[src/rtl/l1_cluster_collector_pkg.sv]
// l1c_pkg: shared widths, cluster word layout and FSM states
// for the L1 cluster collector (optional feature: L1C_ROWSUM_EN).
package l1c_pkg;
  localparam int NETA  = 24;
  localparam int DEPTH = 12;
  localparam int CW    = 23;
  localparam int IW    = 4;
  localparam int SW    = 13;

  localparam int PT_LSB   = 0;
  localparam int PT_MSB   = 8;
  localparam int ETA_LSB  = 9;
  localparam int ETA_MSB  = 13;
  localparam int XCNT_LSB = 14;
  localparam int XCNT_MSB = 17;
  localparam int NTRX_LSB = 18;
  localparam int NTRX_MSB = 22;

  localparam logic [IW-1:0] DEPTH_C = IW'(DEPTH);

  typedef struct packed {
    logic [NTRX_MSB-NTRX_LSB:0] ntrx;
    logic [XCNT_MSB-XCNT_LSB:0] xcount;
    logic [ETA_MSB-ETA_LSB:0]   eta;
    logic [PT_MSB-PT_LSB:0]     pt;
  } l1_cluster_t;

  typedef enum logic {
    WR_OPEN,
    WR_BLOCK
  } wr_state_e;

  typedef enum logic [1:0] {
    RD_IDLE,
    RD_STREAM,
    RD_DRAIN
  } rd_state_e;

  function automatic logic [SW-1:0] pt_ext(input l1_cluster_t w);
    return {{(SW-PT_MSB-1){1'b0}}, w.pt};
  endfunction
endpackage

[src/rtl/l1_cluster_collector_if.sv]
// Clusterer-side and L2-side bundle of the L1 cluster collector.
// row_pt_sum exists only when L1C_ROWSUM_EN is defined.
interface l1_cluster_collector_if;
  import l1c_pkg::*;

  logic [CW-1:0] L1_cluster_in;
  logic          L1_cluster_valid;
  logic          phi_done;
  logic          mj_ready;
  logic          rd_req;
  logic [CW-1:0] row_out;
  logic          row_valid;
  logic          row_last;
  logic          row_done;
  logic [3:0]    row_cnt;
  logic [1:0]    rows_avail;
  logic          overflow;
`ifdef L1C_ROWSUM_EN
  logic [SW-1:0] row_pt_sum;
`endif

  modport slave (
    input  L1_cluster_in, L1_cluster_valid,
    input  phi_done, rd_req,
    output mj_ready, row_out, row_valid,
    output row_last, row_done, row_cnt,
    output rows_avail, overflow
`ifdef L1C_ROWSUM_EN
    , output row_pt_sum
`endif
  );

  modport master (
    output L1_cluster_in, L1_cluster_valid,
    output phi_done, rd_req,
    input  mj_ready, row_out, row_valid,
    input  row_last, row_done, row_cnt,
    input  rows_avail, overflow
`ifdef L1C_ROWSUM_EN
    , input row_pt_sum
`endif
  );
endinterface

[src/rtl/l1_cluster_collector_bank_ram.sv]
// l1c_bank_ram: two-bank cluster store, one write port and
// one registered read port, addressed by {bank, index}.
module l1c_bank_ram
  import l1c_pkg::*;
(
  input  logic          clk,
  input  logic          we,
  input  logic          wbank,
  input  logic [IW-1:0] widx,
  input  logic [CW-1:0] wdata,
  input  logic          re,
  input  logic          rbank,
  input  logic [IW-1:0] ridx,
  output logic [CW-1:0] rdata
);
  logic [CW-1:0] mem [2][DEPTH];

  // write port and registered read port
  always_ff @(posedge clk) begin
    if (we) mem[wbank][widx] <= wdata;
    if (re) rdata <= mem[rbank][ridx];
  end
endmodule

[src/rtl/l1_cluster_collector.sv]
// l1_cluster_collector: ping-pong row capture and in-order replay.
// Define L1C_ROWSUM_EN to add the per-row pt sum output.
module l1_cluster_collector
  import l1c_pkg::*;
(
  input  logic clk,
  input  logic rstb,
  l1_cluster_collector_if.slave bus
);
  wr_state_e wst_q, wst_d;
  rd_state_e rds_q, rds_d;
  logic mj_q, mj_d;
  logic wb_q, rb_q, dprev_q, ovf_q;
  logic [1:0] closed_q, avail_q;
  logic [1:0][IW-1:0] cnt_q;
  logic [IW-1:0] raddr_q, len_q;
  logic p1_vld_q, p1_last_q, p1_done_q;
  logic vld_q, last_q, done_q;
  logic [CW-1:0] out_q, rdata;
  logic rise, full, wr_en, drop, close, free;
  logic start, issue, fin, other_closed;

  assign rise  = bus.phi_done & ~dprev_q;
  assign free  = done_q;
  assign full  = cnt_q[wb_q] == DEPTH_C;
  assign close = rise & (wst_q == WR_OPEN);
  assign wr_en = bus.L1_cluster_valid
               & (wst_q == WR_OPEN) & ~full;
  assign drop  = (bus.L1_cluster_valid
               & ((wst_q == WR_BLOCK) | full))
               | (rise & (wst_q == WR_BLOCK));
  assign other_closed = closed_q[~wb_q]
                      & ~(free & (rb_q == ~wb_q));

  // write FSM state and registered mj_ready
  always_ff @(posedge clk) begin
    if (!rstb) begin
      wst_q <= WR_OPEN;
      mj_q  <= 1'b0;
    end else begin
      wst_q <= wst_d;
      mj_q  <= mj_d;
    end
  end

  // write FSM next state: block when both banks are closed
  always_comb begin
    wst_d = wst_q;
    unique case (wst_q)
      WR_OPEN:
        if (close & other_closed) wst_d = WR_BLOCK;
      WR_BLOCK:
        if (free & (rb_q == wb_q)) wst_d = WR_OPEN;
      default: wst_d = WR_OPEN;
    endcase
  end

  // write FSM output
  always_comb begin
    mj_d = (wst_d == WR_OPEN);
  end

  // bank counts, closed flags, pointers and status
  always_ff @(posedge clk) begin
    if (!rstb) begin
      cnt_q    <= '0;
      closed_q <= '0;
      wb_q     <= 1'b0;
      rb_q     <= 1'b0;
      avail_q  <= '0;
      ovf_q    <= 1'b0;
      dprev_q  <= 1'b0;
    end else begin
      dprev_q <= bus.phi_done;
      if (wr_en) cnt_q[wb_q] <= cnt_q[wb_q] + 1'b1;
      if (close) begin
        closed_q[wb_q] <= 1'b1;
        wb_q <= ~wb_q;
      end
      if (free) begin
        closed_q[rb_q] <= 1'b0;
        cnt_q[rb_q] <= '0;
        rb_q <= ~rb_q;
      end
      if (close & ~free) avail_q <= avail_q + 1'b1;
      else if (free & ~close) avail_q <= avail_q - 1'b1;
      if (drop) ovf_q <= 1'b1;
    end
  end

  // read FSM state register
  always_ff @(posedge clk) begin
    if (!rstb) rds_q <= RD_IDLE;
    else       rds_q <= rds_d;
  end

  // read FSM next state: idle, stream beats, wait for row_done
  always_comb begin
    rds_d = rds_q;
    unique case (rds_q)
      RD_IDLE:   if (start) rds_d = RD_STREAM;
      RD_STREAM: if (fin)   rds_d = RD_DRAIN;
      RD_DRAIN:  if (free)  rds_d = RD_IDLE;
      default:   rds_d = RD_IDLE;
    endcase
  end

  // read FSM outputs: start, RAM issue, final issue
  always_comb begin
    start = (rds_q == RD_IDLE) & bus.rd_req
          & (avail_q != 2'd0);
    issue = (rds_q == RD_STREAM) & (len_q != '0);
    fin   = (rds_q == RD_STREAM)
          & (({1'b0, raddr_q} + 5'd1) >= {1'b0, len_q});
  end

  // read address, row length and two-stage output pipe
  always_ff @(posedge clk) begin
    if (!rstb) begin
      raddr_q   <= '0;
      len_q     <= '0;
      p1_vld_q  <= 1'b0;
      p1_last_q <= 1'b0;
      p1_done_q <= 1'b0;
      vld_q     <= 1'b0;
      last_q    <= 1'b0;
      done_q    <= 1'b0;
      out_q     <= '0;
    end else begin
      if (start) begin
        raddr_q <= '0;
        len_q   <= cnt_q[rb_q];
      end else if (issue) begin
        raddr_q <= raddr_q + 1'b1;
      end
      p1_vld_q  <= issue;
      p1_last_q <= issue & fin;
      p1_done_q <= fin;
      vld_q     <= p1_vld_q;
      last_q    <= p1_last_q;
      done_q    <= p1_done_q;
      out_q     <= p1_vld_q ? rdata : '0;
    end
  end

  l1c_bank_ram u_ram (
    .clk   (clk),
    .we    (wr_en),
    .wbank (wb_q),
    .widx  (cnt_q[wb_q]),
    .wdata (bus.L1_cluster_in),
    .re    (issue),
    .rbank (rb_q),
    .ridx  (raddr_q),
    .rdata (rdata)
  );

`ifdef L1C_ROWSUM_EN
  logic [1:0][SW-1:0] sum_q;
  logic [SW-1:0] rsum_q;

  // per-bank pt sums during fill, latched at replay start
  always_ff @(posedge clk) begin
    if (!rstb) begin
      sum_q  <= '0;
      rsum_q <= '0;
    end else begin
      if (wr_en)
        sum_q[wb_q] <= sum_q[wb_q]
                     + pt_ext(bus.L1_cluster_in);
      if (free) sum_q[rb_q] <= '0;
      if (start) rsum_q <= sum_q[rb_q];
    end
  end

  assign bus.row_pt_sum = rsum_q;
`endif

  assign bus.mj_ready   = mj_q;
  assign bus.row_out    = out_q;
  assign bus.row_valid  = vld_q;
  assign bus.row_last   = last_q;
  assign bus.row_done   = done_q;
  assign bus.row_cnt    = len_q;
  assign bus.rows_avail = avail_q;
  assign bus.overflow   = ovf_q;
endmodule

[src/flat_wrapper.sv]
// flat-port wrapper written by rule: the top's interface ports become plain ports
module l1_cluster_collector_flat import l1c_pkg::*;
  (clk, rstb, bus_L1_cluster_in, bus_L1_cluster_valid, bus_phi_done, bus_rd_req, bus_mj_ready, bus_row_out, bus_row_valid, bus_row_last, bus_row_done, bus_row_cnt, bus_rows_avail, bus_overflow);
  l1_cluster_collector_if bus_i ();
  input  logic clk;
  input  logic rstb;
  input wire logic [$bits(bus_i.L1_cluster_in)-1:0] bus_L1_cluster_in;
  input wire logic [$bits(bus_i.L1_cluster_valid)-1:0] bus_L1_cluster_valid;
  input wire logic [$bits(bus_i.phi_done)-1:0] bus_phi_done;
  input wire logic [$bits(bus_i.rd_req)-1:0] bus_rd_req;
  output wire logic [$bits(bus_i.mj_ready)-1:0] bus_mj_ready;
  output wire logic [$bits(bus_i.row_out)-1:0] bus_row_out;
  output wire logic [$bits(bus_i.row_valid)-1:0] bus_row_valid;
  output wire logic [$bits(bus_i.row_last)-1:0] bus_row_last;
  output wire logic [$bits(bus_i.row_done)-1:0] bus_row_done;
  output wire logic [$bits(bus_i.row_cnt)-1:0] bus_row_cnt;
  output wire logic [$bits(bus_i.rows_avail)-1:0] bus_rows_avail;
  output wire logic [$bits(bus_i.overflow)-1:0] bus_overflow;
  assign bus_i.L1_cluster_in = bus_L1_cluster_in;
  assign bus_i.L1_cluster_valid = bus_L1_cluster_valid;
  assign bus_i.phi_done = bus_phi_done;
  assign bus_i.rd_req = bus_rd_req;
  assign bus_mj_ready = bus_i.mj_ready;
  assign bus_row_out = bus_i.row_out;
  assign bus_row_valid = bus_i.row_valid;
  assign bus_row_last = bus_i.row_last;
  assign bus_row_done = bus_i.row_done;
  assign bus_row_cnt = bus_i.row_cnt;
  assign bus_rows_avail = bus_i.rows_avail;
  assign bus_overflow = bus_i.overflow;
  l1_cluster_collector u_core (.clk(clk), .rstb(rstb), .bus(bus_i));
endmodule
[config.mk]
export PLATFORM = sky130hd
export DESIGN_NAME = l1_cluster_collector_flat
export DESIGN_NICKNAME = d
export VERILOG_FILES = /design/src/rtl/l1_cluster_collector_pkg.sv /design/src/rtl/l1_cluster_collector_if.sv /design/src/rtl/l1_cluster_collector_bank_ram.sv /design/src/rtl/l1_cluster_collector.sv /design/src/flat_wrapper.sv
export SDC_FILE = /design/constraint.sdc
export NUM_CORES = 1
export LEC_CHECK = 0
export ABC_CLOCK_PERIOD_IN_PS = 3230
export BUFFER_PORTS_ARGS = -buffer_cell sky130_fd_sc_hd__buf_2
export CAP_MARGIN = 5
export CELL_PAD_IN_SITES_DETAIL_PLACEMENT = 1
export CELL_PAD_IN_SITES_GLOBAL_PLACEMENT = 1
export CORE_UTILIZATION = 45
export DETAILED_ROUTE_END_ITERATION = 10
export GPL_TIMING_DRIVEN = 1
export PLACE_DENSITY_LB_ADDON = 0.1
export RECOVER_POWER = 100
export SLEW_MARGIN = 30
export SYNTH_ARGS = -nofsm -noshare
export SYNTH_HDL_FRONTEND = slang
export SYNTH_SLANG_ARGS = --single-unit
[constraint.sdc]
create_clock -name clk -period 3.23 [get_ports clk]
set_input_delay 0.4845 -clock clk [delete_from_list [all_inputs] [get_ports clk]]
set_output_delay 0.4845 -clock clk [all_outputs]
set_load 0.01 [all_outputs]
==> results of run 1 <==
==> state kept, by name, summed over array words and instances, names as in the netlist, 2 cells and up, named ones only <==
| name | flops |
|---|---|
| u_core.bus.rows_avail | 2 |
| u_core.u_ram.rdata | 23 |
| u_core.raddr_q | 4 |
| u_core.bus.row_out | 23 |
| u_core.cnt_q | 8 |
| u_core.closed_q | 2 |
| u_core.u_ram.mem | 552 |
| u_core.rds_q | 2 |
| u_core.bus.row_cnt | 4 |
==> through the flow <==
step | utilization [%] | cell area, um^2 | power, uW | setup WS, ns
floorplan | - | 24330 | 9801 | 0.4900
global placement | 48.39 | 25630 | 10260 | 0.7075
detailed placement | 48.39 | 25630 | 10290 | 0.6369
CTS | 52.62 | 27880 | 18110 | 0.6113
global route | 52.39 | 27750 | 18430 | 0.2179
finish | 52.39 | 27750 | 17920 | 0.4170
==> power by group <==
group	total [uW]	switching (uW)	internal [uW]
clock	7820	3100	4720
sequential	9190	77.1	9110
combinational	920	647	273
total	17900	3820	14100
==> synth_stat cells, types with 18 or more instances <==
library cell	count
edfxtp_1	575
nor2_1	41
buf_2	18
mux2i_1	179
dfxtp_1	58
clkbuf_1	31
nand2_1	31
a22oi_1	53
and3_1	23
nand3_1	54
a21oi_1	38
mux4_2	46
==> worst reg2reg max path, stage by stage (launching register included) <==
cell      delay [ns]
dfxtp_2         0.77
buf_12          0.31
clkbuf_2        0.47
mux2i_1         0.40
a221oi_1        0.15
a22oi_1         0.23
nand3_1         0.19
==> routing by layer <==
metal | vias to the layer above | GRT usage [%]
li1 | 5560 | -
met1 | 6628 | 33.32
met2 | 367 | 32.36
met3 | 80 | 5.632
met4 | 0 | 5.423
met5 | - | 0
==> cell type report <==
cell class | instances | area [um^2]
Sequential cell | 633 | 18430
Fill cell | 4834 | 25220
Clock buffer | 93 | 1919
Inverter | 9 | 33.78
Tap cell | 688 | 860.8
Timing Repair Buffer | 100 | 584.3
Clock inverter | 30 | 321.6
Multi-Input combinational cell | 622 | 5603
==> cell usage in the layout (no fill, tap or decap), types with 8 or more instances in the layout <==
master | Yosys | layout
a22oi_1 | 53 | 53
nor2_1 | 41 | 17
mux4_2 | 46 | 46
buf_12 | 1 | 8
mux2i_1 | 179 | 179
clkbuf_1 | 31 | 80
xor2_1 | 9 | 9
edfxtp_1 | 575 | 575
o21ai_0 | 12 | 12
nand2_1 | 31 | 31
o211ai_1 | 17 | 17
a221oi_1 | 14 | 14
clkbuf_2 | 0 | 9
clkbuf_16 | 0 | 73
o221ai_1 | 16 | 16
clkinv_2 | 0 | 13
nand3_1 | 54 | 54
inv_1 | 9 | 9
a21oi_1 | 38 | 36
clkinv_1 | 0 | 8
and3_1 | 23 | 23
and2_1 | 14 | 10
nor2_4 | 0 | 24
buf_4 | 12 | 17
ha_1 | 10 | 10
dfxtp_1 | 58 | 57
mux2_2 | 16 | 16
==> cell families (layout without fill, tap and decap cells) <==
| logic type | after synthesis | in the layout | share of synthesized area, % |
|---|---|---|---|
| xor gates and xnor gates | 15 | 15 | 0.5401 |
| muxes | 241 | 241 | 12.36 |
| buffers and inverters | 85 | 232 | 2.088 |
| adders and majority gates | 10 | 10 | 0.5143 |
| AOI/OAI and AO/OA | 164 | 164 | 4.757 |
| and+or+nand+nor | 192 | 192 | 3.986 |
| DFF | 633 | 633 | 75.75 |
==> path summary, 6_finish.rpt <==
| check | end | slack [ns] | depth (start not counted) |
|---|---|---|---|
| worst max-delay path | u_core.u_ram.rdata[22]$_DFFE_PP_ | 0.42 | 6 |
| worst min-delay path | u_core.dprev_q$_SDFF_PN0_ | 0.16 | 2 |
| worst max register to register | u_core.u_ram.rdata[22]$_DFFE_PP_ | 0.42 | 6 |
| worst min register to register | u_core.bus.row_last$_SDFF_PN0_ | 0.44 | 1 |
==> flow_metrics.tcl, run 1 <==
set metrics [dict create \
    start_kind "flip-flop" \
    dieArea_um2 54990 \
    synth_area_leaders "edfxtp_1 (71%), mux2i_1 (7.4%), dfxtp_1 (4.8%), mux4_2 (4.3%), a22oi_1 (1.6%)" \
    syn-instance-count 1340 \
    synth-seq-cells 633 \
    post_cts_buffers 0 \
    grt_antenna_before_repair 1 \
    finalSetupTns_ns 0 \
    yosys_most_used_dff "edfxtp_1" \
    fmax_ghz 0.3555 \
    timing.hold.ws_ns 0.1575 \
    path_clk_slew_ns 0.06 \
    fin_crit_sh_pct 87.09 \
    yosysSeqAreaShare_pct 75.75 \
    hold_start "bus_phi_done" \
    finClkSkew_ns 0.02007 \
    synthArstFlopShare_pct 0 \
    worst-path-buf-inv 2 \
    diodes 0 \
    rows 84 \
    worstMarginPinSlew_ns 1.507 \
    hold_buffers 0 \
    cts_num_sinks 633 \
    p_leak_uw 0.008567 \
    maxSlewHeadroom_pct -0.4539 \
    cpPeakStageDelay_ns 0.77 \
    io_buffers 61 \
    gr-usage-all-layers_pct 22.22 \
    cpMaxStageDelayCell "dfxtp_2" \
    clock-root-buffer "clkbuf_16" \
    drc 0 \
    synth_fp_nets 1378 \
    max-cap-violations 1 \
    clk-insertion-delay-late_ns 0.60 \
    synth_edf_count 575 \
    finalHoldViolations 0 \
    die_w_um 234.5 \
    wl_met2_mm 26.40 \
    numCtsBuffers 68 \
    synth_cell_types 46 \
    drt-wirelength-per-cell_um 27.52 \
    num_vias 12640 \
    grt_max_degree 54 \
    post_synth.cell_area_avg_um2 18.15 \
    cp.arrival_ns 3.11 \
    clockBufferDepth 3 \
    crit_path_end_kind "flip-flop" \
    final_cells 2175 \
    rsz0062_at_grt "false" \
    drv_slew 24 \
    drtIter0Drc 968 \
    path_cells "buf_12 > clkbuf_2 > mux2i_1 > a221oi_1 > a22oi_1 > nand3_1" \
    area_growth_pct 14.08 \
    period_minus_slack_ns 2.813 \
    dp_cells 2052 \
    required_ns 3.53 \
    grt_pass1_vias 12910 \
    status "complete, but fails checks" \
    cts_resized 0 \
    drt-met1-wl_mm 28.58 \
    drive_above_1_share_pct 15.40 \
    cts_tree "done" \
    power_density_nw_per_um2 645.8 \
    hp-class "primary input to flip-flop" \
    viasPerCell 5.809 \
    synth_top_area_cell "edfxtp_1" \
    top_layer_used "met4" \
    first_pass_iters 5 \
    htree_levels 3 \
    start_util_pct 45.93 \
    dp_hpwl_mm 38.57 \
    design.core.area_um2 52970 \
    gp_congestion 0.8358 \
    critPathKind "flip-flop to flip-flop" \
    synth_warnings 0 \
    drt_wl_total_mm 59.86 \
    finalSetupViolCount 0 \
    met3WireLength_mm 3.840 \
    yosysTopAreaCellShare_pct 70.98 \
    die_h_um 234.5 \
    violations "max-capacitance violations, max-slew violations" \
    grt_pass1_wl_mm 86.78 \
    syn-cell-area_um2 24330 \
    path_delay_family "flip-flops" \
    ant_nets 0 \
    fin_nets 1472 \
    ios 62 \
    ir_worst_vdd_mv 0.4723 \
    worstPathMaxFanout 22 \
    overflow 0 \
]
No activity file was read; power rests on OpenSTA's default activity.
==> inputs of run 2 (changes only) <==
BUFFER_PORTS_ARGS = -buffer_cell sky130_fd_sc_hd__clkbuf_2   (was -buffer_cell sky130_fd_sc_hd__buf_2)
CORE_UTILIZATION = 27   (was 45)
==> run 2 against run 1 <==
Largest power group unchanged; critical endpoint is now u_core.u_ram.rdata[2]$_DFFE_PP_; critical path type unchanged; largest cell class unchanged; core utilization is 20 points lower; the run still ends with max-capacitance violations, max-slew violations left; via count is 0.45% higher; routed wire length is 17% higher.
==> flow_metrics.tcl, run 2 (synthesized netlist as in run 1, its figures left out) <==
set metrics [dict create \
    overflow 0 \
    p_leak_uw 0.008708 \
    drtIter0Drc 723 \
    fin_total_pwr_uw 18190 \
    hp-class "primary input to flip-flop" \
    dp_hpwl_mm 44.81 \
    finalSetupTns_ns 0 \
    drt-met1-wl_mm 34.38 \
    drc 0 \
    dieArea_um2 91300 \
    worstPathMaxFanout 12 \
    ir_worst_vdd_mv 0.3245 \
    grt_antenna_before_repair 2 \
    cp.arrival_ns 3.24 \
    wl_met2_mm 32.09 \
    area_growth_pct 17.57 \
    crit_path_end_kind "flip-flop" \
    violations "max-capacitance violations, max-slew violations" \
    numCtsBuffers 75 \
    start_util_pct 27.40 \
    gp_congestion 0.7323 \
    grt_pass1_wl_mm 101.0 \
    final_util_pct 32.22 \
    clk-insertion-delay-late_ns 0.61 \
    top_layer_used "met4" \
    fin_nets 1502 \
    design.core.area_um2 88780 \
    hold_buffers 0 \
    status "complete, but fails checks" \
    required_ns 3.57 \
    nFillCells 8960 \
    cts_num_sinks 633 \
    grt_pass1_vias 13610 \
    viasPerCell 4.718 \
    grt_max_degree 48 \
    drt-wirelength-per-cell_um 26.07 \
    crit_start "u_core.raddr_q[1]$_SDFFE_PP0P_" \
    num_vias 12690 \
    rsz0062_at_grt "false" \
    die_h_um 302.2 \
    hold_start "bus_phi_done" \
    rows 109 \
    max-cap-violations 4 \
    worstReg2RegStart "u_core.raddr_q[1]$_SDFFE_PP0P_" \
    drt_wl_total_mm 70.14 \
    cts_resized 0 \
    ios 62 \
    drive_above_1_share_pct 16.75 \
    period_minus_slack_ns 2.902 \
    clockBufferDepth 3 \
    cts_tree "done" \
    fmax_ghz 0.3446 \
    ant_nets 0 \
    clock-root-buffer "clkbuf_16" \
    met3WireLength_mm 2.454 \
    start_kind "flip-flop" \
    finalHoldViolations 0 \
    die_w_um 302.2 \
    first_pass_iters 5 \
    timing.hold.ws_ns 0.1053 \
    drv_slew 50 \
    io_buffers 61 \
    worstMarginPinSlew_ns 1.558 \
    finalSetupViolCount 0 \
    power_density_nw_per_um2 635.8 \
    path_clk_slew_ns 0.06 \
    htree_levels 3 \
    fin_crit_sh_pct 89.85 \
    maxSlewHeadroom_pct -3.847 \
    layout_common_cells "edfxtp_1 (575), mux2i_1 (179), clkbuf_1 (85)" \
    finClkSkew_ns 0.02409 \
    largest_reg_flops 552 \
    top_register "u_core.u_ram.mem" \
    critPathKind "flip-flop to flip-flop" \
    gr-usage-all-layers_pct 15.53 \
    mostFrequentLayoutCell "edfxtp_1" \
    post_cts_buffers 0 \
]
-- run 2: final timing paths --
kind                                     end  slack, ns  cells after the start
max          u_core.u_ram.rdata[2]$_DFFE_PP_       0.33                      5
min                u_core.dprev_q$_SDFF_PN0_       0.11                      2
max reg2reg  u_core.u_ram.rdata[2]$_DFFE_PP_       0.33                      5
min reg2reg   u_core.bus.row_done$_SDFF_PN0_       0.43                      1
-- run 2: report_power, final --
| group | switching (uW) | leakage, uW | internal (uW) |
|---|---|---|---|
| combinational | 658 | 0.00192 | 290 |
| sequential | 75.4 | 0.00566 | 9110 |
| clock | 3350 | 0.00113 | 4700 |
| total | 4090 | 0.00871 | 14100 |
-- run 2: per-layer routing --
metal  GRT usage (%)  vias up
met2           24.18      226
met1           22.41     6751
met3           2.499       84
met5               0        -
met4           4.076        0
li1                -     5631
-- run 2: worst max-delay path, cell delays in order (launching register included) --
cell and delay, ns:
dfxtp_1 0.69, and2_1 0.92, clkbuf_2 0.45, a22oi_1 0.14, nand3_1 0.29, nand3_1 0.11
-- run 2: per-stage QoR --
stage | cells | worst slack, ns | instance area [um^2]
2_1_floorplan | 1340 | 0.4900 | 24330
3_3_place_gp | 2552 | 0.4882 | 26400
3_5_place_dp | 2552 | 0.4105 | 26400
4_1_cts | 2687 | 0.3955 | 28710
5_1_grt | 2687 | 0.1741 | 28590
6_report | 2690 | 0.3278 | 28600
-- run 2: area by class of cell --
class / count / area (um^2) / area share [%]
multi-input combinational: 622 / 5610 / 19.62
sequential: 633 / 18440 / 64.45
tap: 1165 / 1458 / 5.096
antenna: 3 / 7.507 / 0.02625
clock buffer: 97 / 2002 / 6.999
clock inverter: 38 / 309.0 / 1.080
inverter: 9 / 33.78 / 0.1181
timing repair buffer: 123 / 747.0 / 2.612
==> inputs of run 3 (changes only) <==
CORE_UTILIZATION = 50   (was 27)
==> run 3 against run 2 <==
The flow still finishes with violations (max-capacitance violations, max-slew violations); via count up 2.9%; power is 3.6% lower; cell count decreased by 20%; sequential cell count is the same; clock skew fell by 0.0030 ns; highest routed layer unchanged; global-route usage is 10 points higher; critical path depth decreased by 1; routed wire length decreased by 10%; sequential share of layout area up 1.7 points; largest cell class unchanged; combinational power is 9.9% lower.
==> flow_metrics.tcl, run 3 (synthesized netlist as in run 1, its figures left out) <==
set metrics [dict create \
    gr-usage-all-layers_pct 25.85 \
    worstPathMaxFanout 18 \
    drtIter0Drc 1124 \
    p_leak_uw 0.008746 \
    mostFrequentLayoutCell "edfxtp_1" \
    cts_num_sinks 633 \
    final_util_pct 58.22 \
    viasPerCell 6.090 \
    crit_path_end_kind "flip-flop" \
    ios 62 \
    drc 0 \
    drt-wirelength-per-cell_um 29.43 \
    rows 80 \
    numCtsBuffers 67 \
    ant_nets 0 \
    maxSlewHeadroom_pct -19.10 \
    drt_wl_total_mm 63.10 \
    grt_pass1_wl_mm 91.29 \
    drive_above_1_share_pct 16.75 \
    path_cells "clkbuf_2 > mux4_2 > a22oi_1 > nand3_1" \
    post_cts_buffers 0 \
    dp_hpwl_mm 38.20 \
    start_kind "flip-flop" \
    overflow 0 \
    first_pass_iters 5 \
    die_h_um 222.6 \
    cp.arrival_ns 3.24 \
    fin_crit_sh_pct 92.55 \
    worstMarginPinSlew_ns 1.783 \
    io_buffers 61 \
    required_ns 3.48 \
    grt_antenna_before_repair 4 \
    num_vias 13060 \
    clock-root-buffer "clkbuf_16" \
    largest_reg_flops 552 \
    violations "max-capacitance violations, max-slew violations" \
    finalSetupTns_ns 0 \
    clk-insertion-delay-late_ns 0.60 \
    wl_met2_mm 29.94 \
    htree_levels 3 \
    hp-class "primary input to flip-flop" \
    grt_pass1_vias 13650 \
    cts_resized 0 \
    cts_tree "done" \
    fmax_ghz 0.3345 \
    dieArea_um2 49540 \
    area_growth_pct 14.51 \
    critPathKind "flip-flop to flip-flop" \
    fin_nets 1513 \
    top_register "u_core.u_ram.mem" \
    path_clk_slew_ns 0.07 \
    rsz0062_at_grt "false" \
    period_minus_slack_ns 2.989 \
    layout_common_cells "edfxtp_1 (575), mux2i_1 (179), clkbuf_1 (79)" \
    cpMaxStageDelayCell "dfxtp_1" \
    drv_slew 10 \
    ir_worst_vdd_mv 0.4939 \
    hold_buffers 0 \
    finalSetupViolCount 0 \
    power_density_nw_per_um2 629.1 \
    grt_max_degree 37 \
    finalHoldViolations 0 \
    met3WireLength_mm 3.748 \
    finClkSkew_ns 0.02106 \
    die_w_um 222.6 \
    gp_congestion 0.7868 \
    design.core.area_um2 47850 \
    clockBufferDepth 3 \
    cpPeakStageDelay_ns 1.19 \
    status "complete, but fails checks" \
    start_util_pct 50.84 \
    top_layer_used "met4" \
    drt-met1-wl_mm 27.84 \
    max-cap-violations 1 \
]
## run 3: path summary, 6_finish.rpt
check / depth (start not counted) / start / to / slack, ns
worst min-delay path: 2 / bus_phi_done / u_core.dprev_q$_SDFF_PN0_ / 0.14
worst min register to register: 1 / u_core.p1_last_q$_SDFF_PN0_ / u_core.bus.row_last$_SDFF_PN0_ / 0.44
worst max register to register: 4 / u_core.raddr_q[0]$_SDFFE_PP0P_ / u_core.u_ram.rdata[1]$_DFFE_PP_ / 0.24
worst max-delay path: 4 / u_core.raddr_q[0]$_SDFFE_PP0P_ / u_core.u_ram.rdata[1]$_DFFE_PP_ / 0.24
## run 3: through the flow
step	std cells	area, um^2	hold slack (ns)	worst slack, ns	power (uW)
5_1_grt	2143	27860	0.1631	0.1807	17980
4_1_cts	2141	28050	0.1249	0.3902	17680
3_5_place_dp	2019	25920	0.4296	0.4255	10240
6_report	2144	27860	0.1418	0.2407	17530
2_1_floorplan	1340	24330	0.4119	0.4900	9801
3_3_place_gp	2018	25910	0.4230	0.5346	10200
## run 3: where the power goes
group	internal (uW)	switching [uW]	leakage [uW]	total, uW
Sequential	9100	82.7	0.00566	9190
Clock	4350	3130	0.00105	7480
Combinational	294	562	0.00204	855
Total	13700	3780	0.00875	17500
## run 3: area by class of cell
cell class                 count  area (um^2)
timing repair buffer         142        977.2
antenna                        1        2.502
tap                          615        769.5
clock buffer                  88         1881
multi-input combinational    622         5513
inverter                       9        33.78
fill                        4265        19990
clock inverter                34        250.2
sequential                   633        18430
## run 3: metal layers
metal | global-route usage [%] | vias up
met4 | 7.720 | 0
met2 | 41.03 | 409
met1 | 36.42 | 6898
met5 | 0 | -
li1 | - | 5641
met3 | 5.025 | 108
## run 3: critical path, delay by kind of cell (launching register included)
kind / cells / cell delay (ns)
compound gates: 1 / 0.16
buf+inv: 1 / 0.63
flops: 1 / 1.19
mux: 1 / 0.39
simple gates: 1 / 0.27
